[src/rtl/qpd_trigger_requester.sv]
// qpd_trigger_requester
// Initiator side of the quarter-period-delay trigger handshake. A host
// command (quarter-period count + repeat count) is turned into a series of
// ARM windows toward the delay block. Each window is preceded by a GAP so the
// delay block always sees a value change. The returned trigger edges are
// collected, and the block reports count, latency, timeout, abort and
// completion.
//
// Optional build macro QPD_REQ_TSTAMP_EN: adds a free-running 32-bit
// wrap-around counter and a trig_tstamp output. trig_tstamp latches that
// counter on every counted trigger edge.

module qpd_trigger_requester #(
    parameter int unsigned SAMPLE_FREQUENCY = 100000,
    parameter int unsigned TIMEOUT_CYCLES   = 262144,
    parameter int unsigned GAP_CYCLES       = 2
) (
    input  logic        sclock,
    input  logic        rst_n,
    input  logic        cmd_valid,
    output logic        cmd_ready,
    input  logic [15:0] cmd_count_qp,
    input  logic [7:0]  cmd_repeat,
    input  logic        abort,
    output logic        rt,
    output logic [15:0] count_quater_period,
    input  logic        trigger,
    output logic        busy,
    output logic        done,
    output logic        bad_cmd,
    output logic        timeout_err,
    output logic        aborted,
    output logic [7:0]  trig_count,
`ifdef QPD_REQ_TSTAMP_EN
    output logic [31:0] last_latency,
    output logic [31:0] trig_tstamp
`else
    output logic [31:0] last_latency
`endif
);

    typedef enum logic [1:0] {
        IDLE = 2'd0,
        GAP  = 2'd1,
        ARM  = 2'd2,
        DONE = 2'd3
    } state_t;

    localparam logic [31:0] TimeoutLast = 32'(TIMEOUT_CYCLES - 1);
    localparam logic [31:0] GapLast     = 32'(GAP_CYCLES - 1);

    // Elaboration-time sanity checks on the configuration
    if (TIMEOUT_CYCLES < 2) begin : gTimeoutCheck
        $error("TIMEOUT_CYCLES must be at least 2");
    end
    if (GAP_CYCLES < 1) begin : gGapCheck
        $error("GAP_CYCLES must be at least 1");
    end
    if (SAMPLE_FREQUENCY == 0) begin : gFreqCheck
        $error("SAMPLE_FREQUENCY must be non-zero");
    end

    state_t      state_q;
    logic        trigger_q;
    logic [31:0] timer_q;
    logic [31:0] timer_d;
    logic [31:0] gapCnt_q;
    logic [15:0] countQp_q;
    logic [7:0]  repeat_q;
    logic [7:0]  trigCount_q;
    logic [7:0]  trigCount_d;
    logic [31:0] lastLatency_q;
    logic        rt_q;
    logic [15:0] countOut_q;
    logic        busy_q;
    logic        cmdReady_q;
    logic        done_q;
    logic        badCmd_q;
    logic        timeoutErr_q;
    logic        aborted_q;

    logic        trigEdge;
    logic        countedEdge;
    logic        lastTrigger;

    // Edge detect, saturating timer / trigger counter and the "count this
    // edge" qualifier. Abort in the same cycle discards the edge.
    always_comb begin
        trigEdge    = trigger & ~trigger_q;
        countedEdge = (state_q == ARM) && trigEdge && !abort;
        timer_d     = (timer_q == 32'hFFFF_FFFF) ? timer_q : timer_q + 32'd1;
        trigCount_d = (trigCount_q == 8'hFF) ? trigCount_q : trigCount_q + 8'd1;
        lastTrigger = (trigCount_d == repeat_q);
    end

    // Main sequencer: state, handshake outputs and all status registers
    always_ff @(posedge sclock or negedge rst_n) begin
        if (!rst_n) begin
            state_q       <= IDLE;
            trigger_q     <= 1'b0;
            timer_q       <= 32'd0;
            gapCnt_q      <= 32'd0;
            countQp_q     <= 16'd0;
            repeat_q      <= 8'd0;
            trigCount_q   <= 8'd0;
            lastLatency_q <= 32'd0;
            rt_q          <= 1'b0;
            countOut_q    <= 16'd0;
            busy_q        <= 1'b0;
            cmdReady_q    <= 1'b1;
            done_q        <= 1'b0;
            badCmd_q      <= 1'b0;
            timeoutErr_q  <= 1'b0;
            aborted_q     <= 1'b0;
        end else begin
            trigger_q <= trigger;
            done_q    <= 1'b0;
            badCmd_q  <= 1'b0;

            case (state_q)
                IDLE: begin
                    if (cmd_valid) begin
                        if (cmd_count_qp == 16'd0) begin
                            badCmd_q <= 1'b1;
                        end else begin
                            countQp_q    <= cmd_count_qp;
                            repeat_q     <= (cmd_repeat == 8'd0) ? 8'd1 : cmd_repeat;
                            trigCount_q  <= 8'd0;
                            timeoutErr_q <= 1'b0;
                            aborted_q    <= 1'b0;
                            gapCnt_q     <= 32'd0;
                            busy_q       <= 1'b1;
                            cmdReady_q   <= 1'b0;
                            state_q      <= GAP;
                        end
                    end
                end

                GAP: begin
                    if (abort) begin
                        aborted_q <= 1'b1;
                        done_q    <= 1'b1;
                        state_q   <= DONE;
                    end else if (gapCnt_q >= GapLast) begin
                        rt_q       <= 1'b1;
                        countOut_q <= countQp_q;
                        timer_q    <= 32'd0;
                        state_q    <= ARM;
                    end else begin
                        gapCnt_q <= gapCnt_q + 32'd1;
                    end
                end

                ARM: begin
                    if (abort) begin
                        aborted_q  <= 1'b1;
                        rt_q       <= 1'b0;
                        countOut_q <= 16'd0;
                        done_q     <= 1'b1;
                        state_q    <= DONE;
                    end else if (countedEdge) begin
                        lastLatency_q <= timer_q;
                        trigCount_q   <= trigCount_d;
                        rt_q          <= 1'b0;
                        countOut_q    <= 16'd0;
                        if (lastTrigger) begin
                            done_q  <= 1'b1;
                            state_q <= DONE;
                        end else begin
                            gapCnt_q <= 32'd0;
                            state_q  <= GAP;
                        end
                    end else if (timer_q == TimeoutLast) begin
                        timeoutErr_q <= 1'b1;
                        rt_q         <= 1'b0;
                        countOut_q   <= 16'd0;
                        done_q       <= 1'b1;
                        state_q      <= DONE;
                    end else begin
                        timer_q <= timer_d;
                    end
                end

                DONE: begin
                    busy_q     <= 1'b0;
                    cmdReady_q <= 1'b1;
                    state_q    <= IDLE;
                end

                default: begin
                    rt_q       <= 1'b0;
                    countOut_q <= 16'd0;
                    busy_q     <= 1'b0;
                    cmdReady_q <= 1'b1;
                    state_q    <= IDLE;
                end
            endcase
        end
    end

`ifdef QPD_REQ_TSTAMP_EN
    logic [31:0] tstampCnt_q;
    logic [31:0] trigTstamp_q;

    // Free-running timestamp, captured on every counted trigger edge
    always_ff @(posedge sclock or negedge rst_n) begin
        if (!rst_n) begin
            tstampCnt_q  <= 32'd0;
            trigTstamp_q <= 32'd0;
        end else begin
            tstampCnt_q <= tstampCnt_q + 32'd1;
            if (countedEdge) begin
                trigTstamp_q <= tstampCnt_q;
            end
        end
    end

    assign trig_tstamp = trigTstamp_q;
`endif

    assign cmd_ready           = cmdReady_q;
    assign rt                  = rt_q;
    assign count_quater_period = countOut_q;
    assign busy                = busy_q;
    assign done                = done_q;
    assign bad_cmd             = badCmd_q;
    assign timeout_err         = timeoutErr_q;
    assign aborted             = aborted_q;
    assign trig_count          = trigCount_q;
    assign last_latency        = lastLatency_q;

endmodule
[config.mk]
export PLATFORM = sky130hd
export DESIGN_NAME = qpd_trigger_requester
export DESIGN_NICKNAME = d
export VERILOG_FILES = /design/src/rtl/qpd_trigger_requester.sv
export SDC_FILE = /design/constraint.sdc
export NUM_CORES = 1
export LEC_CHECK = 0
export CAP_MARGIN = 20
export CORE_MARGIN = 4
export CORE_UTILIZATION = 35
export DETAILED_ROUTE_END_ITERATION = 10
export GPL_TIMING_DRIVEN = 0
export PLACE_DENSITY_LB_ADDON = 0.2
export SYNTH_ARGS = -nofsm -noshare
export SYNTH_HDL_FRONTEND = slang
export SYNTH_SLANG_ARGS = --single-unit
[constraint.sdc]
create_clock -name sclock -period 3.9 [get_ports sclock]
set_input_delay 0.39 -clock sclock [delete_from_list [all_inputs] [get_ports sclock]]
set_output_delay 0.39 -clock sclock [all_outputs]
set_load 0.02 [all_outputs]
==> metrics.cfg, run 1 <==
[sta]
fin_crit_ns=3.273
skew_ns=0.006690
setup_viol=0
period_share_pct=83.92
finalHoldViolCount=0
rsz0062_at_grt=no
tightestPinTransition_ns=0.8201
max_freq_mhz=305.5
fin_tns_setup_ns=0
slew-limit-headroom_pct=44.96
slew_violations=0
worst_slack_ns=0.6270

[critical_path]
rr_endpoint=timer_q[13]
crit_fanout=10
path_cells=inv_1, ha_1, clkbuf_1, nand3b_1, nor2_1, or3_1, a311o_1, clkbuf_1, buf_2, o221ai_1
slowest_delay_ns=0.54
cp.arrival_ns=3.56
endpoint_kind=flop
rrSetupSlack_ns=0.63
critPathKind=flop to flop
path_delay_family=buffers and inverters
cp.required_ns=4.19
crit_buf_inv=4
r2r-start=state_q[0]
start_kind=flop
slowest_stage=nor2_1
rr_worst_depth=10
cpMostUsedCell=clkbuf_1

[routing]
drc=0
vias_per_cell=5.230
avgRoutedWirePerCell_um=16.98
drtIter0Drc=236
wl_um=17230
postRouteAntennaNets=0
drtPass1Iterations=5
vias=5308

[pwr]
p_leak_uw=0.003829
p_comb_share_pct=35.1
power_frac_clock_pct=27.1
irDropWorstVdd_v=0.0003989
power_density_mw_per_mm2=682.1
p_sw_share_pct=35.63
internal_power_uw=3896
netSwitchingPower_uw=2157
seqPwrFrac_pct=37.7

[clock_tree]
clockBufferDepth=2
cts-resized-gates=0
tritoncts=yes
clk_latency_ns=0.42
cts_htree_levels=4
hold_buffers=1
cts_setup_buffers=0
cts_sinks=154
cts_root_buf=clkbuf_16
cts_buffers=17
clkTransAtPathRegs_ns=0.06

[min_path]
min-delay-start=abort
holdCritPathClass=input port to flop
min_to=aborted
hold_depth=3

[finish]
layout_commonest_cell=dfrtp_1
synthToLayoutAreaGrowth_pct=26.78
final_layout_size_suffix_gt1_share_pct=14.00
layoutNonFillerInstCount=1015
final_net_count=776
diodes=0
final_area_mm2=0.008874
fillers=1827
final_cell_mix=153 x dfrtp_1, 89 x clkdlybuf4s50_1, 54 x mux2_2, 46 x nand2_1, 37 x nor2_1

[synth]
synthesis.area_mm2=0.006999
yosysUniqueCellTypes=59
yosysWarnings=0
synth-seq-cells=154
synth_top_area_cell=dfrtp_1
synth_top_area_share_pct=54.70
syn_area_per_cell_um2=11.20
syn_inst=625
synthArstFlopShare_pct=100.0
yosysSeqAreaShare_pct=55.08
synth_edf_count=0
synthFlopType=dfrtp_1
yosys-top-cells-area=dfrtp_1 55%, mux2_2 8.7%, nor2b_1 2.9%
synth_fp_nets=664

[die]
start_util_pct=35.73
ios=92
die_y_um=149.4
fp-row-count=51
dieArea_mm2=0.02232
coreArea_mm2=0.01959
die_w_um=149.4

[flow_run]
maxCapViolCount=0

[place]
place_ws_ns=0.6206
place_congestion=0.8523
port_buffers=90
dp_cells=982
hpwl_um=12320
dpl-instance-area_mm2=0.008268

[grt]
grt-ovfl-total=0
grt_max_degree=102
grt_first_pass_wirelength_um=28580
gr-usage-all-layers_pct=16.12
antenna_found_initial=0
first_global_vias=5430

[status]
status=completed

==> cells in the mapped netlist (all sizes together), types with 4 or more instances <==
| master | instances |
|---|---|
| mux2i | 4 |
| dfrtp | 153 |
| nand4 | 15 |
| a22o | 22 |
| o21ai | 20 |
| and3 | 7 |
| nor2b | 33 |
| nor4 | 21 |
| or3 | 7 |
| nand3 | 26 |
| clkbuf | 23 |
| ha | 10 |
| buf | 10 |
| inv | 14 |
| nand2 | 46 |
| o221ai | 4 |
| mux2 | 54 |
| xor2 | 6 |
| a21oi | 17 |
| nand3b | 5 |
| xnor2 | 16 |
| o211ai | 5 |
| nor3 | 20 |
| nor2 | 37 |
==> worst max path at each step <==
stage,start,end,slack [ns],cells past startpoint
6_report,state_q[0],timer_q[13],0.63,10
5_1_grt,state_q[0],timer_q[12],0.28,10
4_1_cts,state_q[0],timer_q[5],0.60,10
3_5_place_dp,state_q[0],timer_q[5],0.62,10
3_3_place_gp,rst_n,countQp_q[8],-3.76,1
2_1_floorplan,trig_count[1],gapCnt_q[0],1.26,10
==> tightest hold or removal path, stage by stage <==
cell and delay (ns):
clkbuf_1 0.18, a21oi_1 0.17, nor2_1 0.06
==> logic make-up after synthesis <==
kind of cell	after synthesis	share of synthesized area, %
AND/OR/NAND/NOR	233	17.91
flip-flops	154	55.08
AO/OA/AOI/OAI	101	10.33
multiplexers	58	9.260
buffers and inverters	47	2.878
XOR/XNOR	22	2.753
adder cells (fa/ha/maj)	10	1.788
==> final cells by class <==
cell class,instances,area (µm²),area share (%)
flip-flops and latches,154,3855,43.44
clock inverters,13,142.6,1.607
repair buffers,93,947.2,10.67
well taps,265,331.6,3.737
plain buffers,33,148.9,1.678
inverters,14,52.55,0.5922
clock buffers,19,452.9,5.104
multi-input cells,424,2943,33.16
==> power by group through the flow <==
stage	Combinational, µW	Sequential (µW)	Clock (µW)
floorplan	1150	2430	0
detailed placement	2140	2310	0
finish	2130	2280	1640
global route	2330	2340	1760
CTS	2150	2290	1690
global placement	2080	2300	0
==> state kept, by name, summed over array words and instances (netlist names) <==
name and count:
bad_cmd 1, count_quater_period 16, state_q 2, busy 1
timer_q 32, countQp_q 16, done 1, trig_count 8
last_latency 32, cmd_ready 1, aborted 1, repeat_q 8
timeout_err 1, trigger_q 1, gapCnt_q 32, rt 1
==> layer usage <==
metal	up-vias	part of all wire, %	global-route usage, %
met1	2637	48	23.21
met3	19	5.7	3.846
met5	-	0	0
li1	2506	-	-
met4	0	1.4	5.309
met2	146	45	24.00
==> per-stage QoR <==
stage | util (%) | total power, µW | hold WS (ns)
2_1_floorplan | - | 3588 | 0.09441
3_3_place_gp | 42.02 | 4374 | 0.4804
3_5_place_dp | 42.20 | 4448 | 0.3875
4_1_cts | 45.30 | 6126 | 0.3910
5_1_grt | 45.30 | 6428 | 0.4083
6_report | 45.30 | 6053 | 0.4107
No activity file was read; power rests on OpenSTA's default activity.
==> run 2: changes to the inputs <==
==> constraint.sdc (replaced) <==
create_clock -name sclock -period 2.9 [get_ports sclock]
set_input_delay 0.29 -clock sclock [delete_from_list [all_inputs] [get_ports sclock]]
set_output_delay 0.29 -clock sclock [all_outputs]
set_load 0.02 [all_outputs]
==> run 2 against run 1 <==
  * Non-clock buffer count is 2 higher
  * Clock power is 35% higher
  * Cell count is 0.20% higher
  * Largest power group unchanged
==> metrics.cfg, run 2 (synthesis gave the netlist of run 1 again) <==
[finish]
post-route-util_pct=45.88  ; was 45.30%
layout_commonest_cell=dfrtp_1  ; unchanged
final_net_count=778  ; was 776
diodes=0  ; unchanged
synthToLayoutAreaGrowth_pct=28.41  ; was 26.78%
final_cell_mix=152 x dfrtp_1, 89 x clkdlybuf4s50_1, 54 x mux2_2, 46 x nand2_1, 35 x nor2_1  ; was 153 x dfrtp_1, 89 x clkdlybuf4s50_1, 54 x mux2_2, 46 x nand2_1, 37 x nor2_1
final_layout_size_suffix_gt1_share_pct=16.89  ; was 14.00%
final_area_mm2=0.008987  ; was 0.008874 mm²

[die]
die_w_um=149.4  ; unchanged
ios=92  ; unchanged
die_y_um=149.4  ; unchanged
fp-row-count=51  ; unchanged
start_util_pct=35.73  ; unchanged
coreArea_mm2=0.01959  ; unchanged
dieArea_mm2=0.02232  ; unchanged

[critical_path]
critPathKind=flop to flop  ; unchanged
cp.arrival_ns=3.09  ; was 3.56 ns
start_kind=flop  ; unchanged
slowest_stage=dfrtp_2  ; was nor2_1
crit_fanout=10  ; unchanged
endpoint_kind=flop  ; unchanged
path_cells=ha_2, and3_1, buf_2, or3_1, a211oi_2, nand4_1, nor4_4, nor3_2, clkbuf_4, nor2b_1  ; was inv_1, ha_1, clkbuf_1, nand3b_1, nor2_1, or3_1, a311o_1, clkbuf_1, buf_2, o221ai_1
cp.required_ns=3.24  ; was 4.19 ns
slowest_delay_ns=0.44  ; was 0.54 ns

[sta]
skew_ns=0.007497  ; was 0.006690 ns
slew-limit-headroom_pct=50.50  ; was 44.96%
fin_crit_ns=2.748  ; was 3.273 ns
setup_viol=0  ; unchanged
slew_violations=0  ; unchanged
finalHoldViolCount=0  ; unchanged
period_share_pct=94.78  ; was 83.92%
tightestPinTransition_ns=0.7363  ; was 0.8201 ns
fin_tns_setup_ns=0  ; unchanged
max_freq_mhz=363.8  ; was 305.5 MHz
rsz0062_at_grt=yes  ; was no

[routing]
avgRoutedWirePerCell_um=17.00  ; was 16.98 µm
vias=5364  ; was 5308
drtIter0Drc=230  ; was 236
drc=0  ; unchanged
wl_um=17290  ; was 17230 µm
vias_per_cell=5.274  ; was 5.230
postRouteAntennaNets=0  ; unchanged
drtPass1Iterations=4  ; was 5

[place]
place_congestion=0.8523  ; unchanged
dpl-instance-area_mm2=0.008268  ; unchanged
hpwl_um=12320  ; unchanged
port_buffers=90  ; unchanged

[status]
status=completed  ; unchanged

[clock_tree]
cts_buffers=17  ; unchanged
tritoncts=yes  ; unchanged
clk_latency_ns=0.42  ; about the same
cts_htree_levels=4  ; unchanged
clockBufferDepth=2  ; unchanged
cts_sinks=154  ; unchanged
clkTransAtPathRegs_ns=0.06  ; about the same
cts_root_buf=clkbuf_16  ; unchanged

[pwr]
p_leak_uw=0.003860  ; was 0.003829 µW
p_total_uw=8208  ; was 6053 µW
power_density_mw_per_mm2=913.3  ; was 682.1 mW/mm²
irDropWorstVdd_v=0.0005386  ; was 0.0003989 V

[grt]
gr-usage-all-layers_pct=16.14  ; was 16.12%
grt_max_degree=102  ; unchanged
grt_first_pass_wirelength_um=28630  ; was 28580 µm
first_global_vias=5437  ; was 5430
antenna_found_initial=0  ; unchanged
grt-ovfl-total=0  ; unchanged

[flow_run]
maxCapViolCount=0  ; unchanged

[min_path]
holdCritPathClass=input port to flop  ; unchanged

run 2: cell count changes in the layout (fill, tap and decap cells not counted), sizes merged:
cell,previous run,this run
clkbuf,42,40
buf,13,17
run 2: metal layers:
metal | vias up | routed length (µm) | share of wire, % | global-route usage, %
li1 | 2507 | - | - | -
met1 | 2689 | 8166 | 47 | 23.24
met2 | 149 | 7839 | 45 | 24.00
met3 | 19 | 1022 | 5.9 | 3.907
met4 | 0 | 260 | 1.5 | 5.263
met5 | - | 0 | 0 | 0
run 2: repair_timing:
item	4_1_cts	5_1_grt
buffers inserted	1	4
hold buffers	1	0
endpoints found under the hold margin	53	0
endpoints found under the setup margin	74	70
resized for setup	9	16
pin swaps	2	4
cloned	0	0
run 2: through the flow:
stage	setup WS, ns	instances	hold slack, ns
global route	-0.01662	1017	0.3477
floorplan	0.2568	625	-0.005591
CTS	0.009905	1015	0.3294
detailed placement	-0.3794	982	0.2875
finish	0.1515	1017	0.3538
global placement	-4.659	980	0.4804
run 2: cell type report:
cell class,instances,area [µm²]
buffer,30,146.4
clock buffer,19,452.9
clock inverter,13,142.6
fill,1814,10600
inverter,14,52.55
multi-input combinational,424,3020
sequential,154,3856
tap,265,331.6
timing repair buffer,98,984.7
run 2: final timing paths:
check	startpoint	end	slack, ns	cells after the start
worst max-delay path	trig_count[1]	gapCnt_q[3]	0.15	10
min in group asynchronous	rst_n	last_latency[4]	0.39	2
worst min register to register	countQp_q[15]	count_quater_period[15]	0.50	1
worst min-delay path	abort	aborted	0.35	3
max in group asynchronous	rst_n	repeat_q[0]	1.63	3
worst max register to register	trig_count[1]	gapCnt_q[3]	0.15	10
run 2: where the power goes:
part	internal, µW	total [µW]	leakage [µW]	switching [µW]
clock network	1320	2210	0.000290	888
logic	1310	2940	0.00153	1630
registers	2660	3060	0.00204	400
total	5290	8210	0.00386	2910
run 2: critical path, delay by kind of cell, from the launching register on:
| family | cells | cell delay, ns |
|---|---|---|
| and+or+nand+nor | 6 | 1.40 |
| buffers and inverters | 2 | 0.35 |
| DFF | 1 | 0.44 |
| adders and majority gates | 1 | 0.23 |
| AOI/OAI and AO/OA | 1 | 0.24 |
